--- src/rtl/ring_output_arbiter.sv ---
// Ring output link arbiter: polarity-gated per-VC round-robin between ring pass-through and PE injection.
// Optional statistics counters are enabled by defining RING_ARB_STATS_EN.
module ring_output_arbiter #(
  parameter int unsigned PAC_SIZE = 64
) (
  input  logic                clk,
  input  logic                reset,
  output logic                polarity,
  input  logic                ring_valid,
  input  logic [PAC_SIZE-1:0] ring_data,
  output logic                ring_pop,
  input  logic                pe_valid,
  input  logic [PAC_SIZE-1:0] pe_data,
  output logic                pe_pop,
  input  logic [1:0]          out_ready,
  output logic                out_valid,
  output logic [PAC_SIZE-1:0] out_data
`ifdef RING_ARB_STATS_EN
  ,
  output logic [31:0]         ring_grant_cnt,
  output logic [31:0]         pe_grant_cnt,
  output logic [31:0]         stall_cnt
`endif
);

  localparam int unsigned VC_BIT = PAC_SIZE - 1;

  // rr[v]: 0 prefers ring, 1 prefers PE for VC v
  logic [1:0] rr;
  logic       ring_match;
  logic       pe_match;
  logic       ring_elig;
  logic       pe_elig;

  // Eligibility and grant decision for the VC matching the current polarity
  always_comb begin
    ring_match = ring_valid && (ring_data[VC_BIT] == polarity);
    pe_match   = pe_valid && (pe_data[VC_BIT] == polarity);
    ring_elig  = 1'b0;
    pe_elig    = 1'b0;
    ring_pop   = 1'b0;
    pe_pop     = 1'b0;
    if (!reset && out_ready[polarity]) begin
      ring_elig = ring_match;
      pe_elig   = pe_match;
      ring_pop  = ring_elig && (!pe_elig || !rr[polarity]);
      pe_pop    = pe_elig && !ring_pop;
    end
  end

  // Polarity, fairness pointers and registered output stage
  always_ff @(posedge clk) begin
    if (reset) begin
      polarity  <= 1'b0;
      rr        <= 2'b00;
      out_valid <= 1'b0;
      out_data  <= '0;
    end else begin
      polarity  <= ~polarity;
      out_valid <= ring_pop | pe_pop;
      if (ring_pop) begin
        out_data     <= ring_data;
        rr[polarity] <= 1'b1;
      end else if (pe_pop) begin
        out_data     <= pe_data;
        rr[polarity] <= 1'b0;
      end
    end
  end

`ifdef RING_ARB_STATS_EN
  localparam int unsigned CNT_W = 32;

  logic stall_c;

  always_comb begin
    stall_c = !reset && !out_ready[polarity] && (ring_match || pe_match);
  end

  // Saturating grant and stall counters
  always_ff @(posedge clk) begin
    if (reset) begin
      ring_grant_cnt <= '0;
      pe_grant_cnt   <= '0;
      stall_cnt      <= '0;
    end else begin
      if (ring_pop && (ring_grant_cnt != '1)) ring_grant_cnt <= ring_grant_cnt + CNT_W'(1);
      if (pe_pop && (pe_grant_cnt != '1))     pe_grant_cnt   <= pe_grant_cnt + CNT_W'(1);
      if (stall_c && (stall_cnt != '1))       stall_cnt      <= stall_cnt + CNT_W'(1);
    end
  end
`endif

endmodule

--- config.mk ---
export PLATFORM = sky130hd
export DESIGN_NAME = ring_output_arbiter
export DESIGN_NICKNAME = d
export VERILOG_FILES = /design/src/rtl/ring_output_arbiter.sv
export SDC_FILE = /design/constraint.sdc
export NUM_CORES = 1
export LEC_CHECK = 0
export BUFFER_PORTS_ARGS = -buffer_cell sky130_fd_sc_hd__buf_2
export CAP_MARGIN = 40
export CELL_PAD_IN_SITES_DETAIL_PLACEMENT = 2
export CELL_PAD_IN_SITES_GLOBAL_PLACEMENT = 2
export CORE_ASPECT_RATIO = 0.75
export CORE_UTILIZATION = 23
export DETAILED_ROUTE_END_ITERATION = 10
export GPL_TIMING_DRIVEN = 1
export HOLD_SLACK_MARGIN = 0.08
export PLACE_DENSITY_LB_ADDON = 0.1
export SYNTH_ARGS = -nofsm -noshare
export SYNTH_HDL_FRONTEND = slang
export SYNTH_SLANG_ARGS = --single-unit
export TNS_END_PERCENT = 50
--- constraint.sdc ---
create_clock -name clk -period 2.5 [get_ports clk]
set_clock_uncertainty 0.2 [all_clocks]
set_input_delay 0.125 -clock clk [delete_from_list [all_inputs] [get_ports clk]]
set_output_delay 0.125 -clock clk [all_outputs]
set_load 0.1 [all_outputs]
==> results.txt <==
YS warnings: 0
Commonest non-fill, non-tap cell in the layout: buf_2
Synthesized flop and latch total: 68
Final setup fails: 0
Highest Clock Rate: 434 MHz
CP cell instances: dlygate4sd3_1 -> buf_2 -> xnor2_2 -> and4_4 -> nand2_1 -> buf_8 -> nor2_4 -> buf_12
Cts bufs inserted: 9
Residual DRC count: 0
Cells after Synth: 353
TritonCTS clock tree: yes
Antenna violations before repair: 0
Max Cap Viol: 0
Crit path DAT: 1.98 ns
Share of cells above drive strength 1: 38.0%
Worst Hold Class: in2reg
Clk sinks: 68
Worst endpoint required time: 2.17 ns
PD cells: 632 nW/µm²
Worst Setup End Kind: output port
Post-CTS Setup Repair Bufs: 0
Post-synthesis async set-or-reset flop share: 0%
Netlist cell types: 32
Largest net degree at the start of global routing: 37
Vias: 4066
Worst slew margin: 60.1%
Vias in the first global route: 4662
Syn Area/Cell: 9.25 µm²
Vias per cell: 4.79
Iteration-0 DRC Markers: 101
IO buf count: 201
CP bufs+invs: 4
H-Tree Depth: 3
Min Tclk post-route: 2.31 ns
CTS Buffer Depth: 2
Root Buffer: clkbuf_16
RSZ-0062 raised after global routing: no
I/O pin total: 202
Part of the power in registers: 32.2%
Core area: 13800 µm²
Dpl hpwl: 9210 µm
Placer Congestion: 0.755
Combinational cell fraction of total power: 36.3%
Switching share of power: 39.7%
NumNets Final: 803
Die Y: 105 µm
Predominant post-synthesis flop cell: dfxtp_1
First-pass GRT wire length: 25000 µm
Commonest cells after routing, fill and taps aside: buf_2, dlygate4sd3_1, dfxtp_1
Setup TNS: 0 ns
Drt pass-1 iters: 4
Slowest stage cell, crit path: dlygate4sd3_1
Total gr overflow: 0
Worst VDD drop: 288 µV
Post-route antenna net violation count: 0
Area growth syn-to-layout: 83.6%
Fin. max-slew vios: 0
Power share of the clock group: 31.5%
Clk pin slew, worst setup/hold paths: 0.05 ns
Post-Synthesis Cell Area: 3270 µm²
Fill count: 1537
Critical Path Max Stage Delay: 0.53 ns
Fin. Hold Viols: 0
WL final: 15900 µm
Worst-margin pin slew: 0.599 ns
Final Cycle Share: 92.2%
Placed cell area: 4440 µm²
WS Path Type: in2out
Gr usage total: 21.9%
Avg WL per Cell: 18.7 µm
Post-route design area: 5990 µm²
Core Rows: 37
Die area: 14700 µm²
Worst-skew pair later-pin latency: 0.33 ns
Leak: 2.53 nW
Crit path max fanout: 32
Nature of the critical path startpoint: input port
Post-synth EDFFs: 0
Diodes inserted: 0
Top delay family on crit path: buffers and inverters
Initial Utilization: 23.7%
Post-Syn Nets: 487
Status: completed
Sequential fraction of the synthesis area: 41.7%
Die Wd: 140 µm
Sw power: 1.50 mW
Internal: 2.29 mW
-- path summary, 6_finish.rpt --
path,startpoint,to,slack (ns),cells past startpoint
max,ring_data[63],ring_pop,0.19,8
min,ring_valid,out_data[63],0.09,4
max reg2reg,polarity,out_data[5],0.25,5
min reg2reg,out_data[63],out_data[63],0.29,2
-- tightest hold or removal path: stages --
cell,delay [ns]
buf_2,0.12
a31oi_1,0.09
a31oi_1,0.15
o22ai_1,0.08
-- sequential cells by signal, summed over array words and instances (netlist names), named ones only --
register and cells:
out_data 64, out_valid 1, polarity 1
-- power groups by stage --
| stage | sequential, mW | combinational (mW) | clock, mW |
|---|---|---|---|
| floorplan | 1.86 | 0.298 | 0 |
| global placement | 1.24 | 1.19 | 0 |
| detailed placement | 1.24 | 1.21 | 0 |
| CTS | 1.22 | 1.37 | 1.24 |
| global route | 1.23 | 1.44 | 1.29 |
| finish | 1.22 | 1.38 | 1.19 |
-- per-stage QoR --
step | util [%] | setup slack, ns | hold WS, ns | total power [mW] | std cells
6_report | 43.5 | 0.194 | 0.0947 | 3.79 | 848
2_1_floorplan | - | 0.0335 | 0.0749 | 2.15 | 353
4_1_cts | 43.4 | 0.0170 | 0.0935 | 3.82 | 849
3_3_place_gp | 32.2 | 0.319 | 0.160 | 2.43 | 707
3_5_place_dp | 32.2 | 0.227 | 0.168 | 2.45 | 707
5_1_grt | 43.5 | 0.0683 | 0.116 | 3.96 | 848
-- final cells by class --
| class | count | area [µm²] | share of cell area (%) |
|---|---|---|---|
| Inverter | 34 | 128 | 2.13 |
| Timing Repair Buffer | 340 | 2400 | 40.1 |
| Sequential cell | 68 | 1370 | 22.8 |
| Multi-Input combinational cell | 216 | 1610 | 26.8 |
| Tap cell | 175 | 219 | 3.65 |
| Clock buffer | 13 | 260 | 4.34 |
| Clock inverter | 2 | 10.0 | 0.167 |
-- timing repair --
item	in CTS	in global routing
endpoints found under the setup margin	1	1
hold buffers	127	0
resized for setup	1	5
pin swaps	0	0
hold endpoints to repair	65	0
-- per-layer routing --
| metal | share of wire [%] | GRT usage, % |
|---|---|---|
| met1 | 41 | 24.0 |
| met2 | 52 | 41.0 |
| met3 | 5.5 | 5.91 |
| met4 | 1.8 | 6.83 |
| met5 | 0 | 0 |
-- Yosys cell counts (all sizes together) (2+ instances only) --
cell / count / area share (%)
dfxtp: 68 / 42
nand3: 66 / 10
inv: 34 / 3.9
nor2: 34 / 3.9
o211ai: 33 / 7.6
mux2i: 31 / 9.5
a221oi: 30 / 12
buf: 21 / 4.6
clkbuf: 14 / 1.6
nand4: 3 / 0.57
a31oi: 2 / 0.38
nand2: 2 / 0.23
o22ai: 2 / 0.80
-- cell families after synthesis --
kind of cell / after synthesis / share of synthesized area [%]
mux: 32 / 9.85
buf+inv: 69 / 10.1
simple gates: 111 / 16.4
xor+xnor: 1 / 0.268
compound gates: 72 / 21.7
flops: 68 / 41.7
Power figures use the tool's default switching activity.
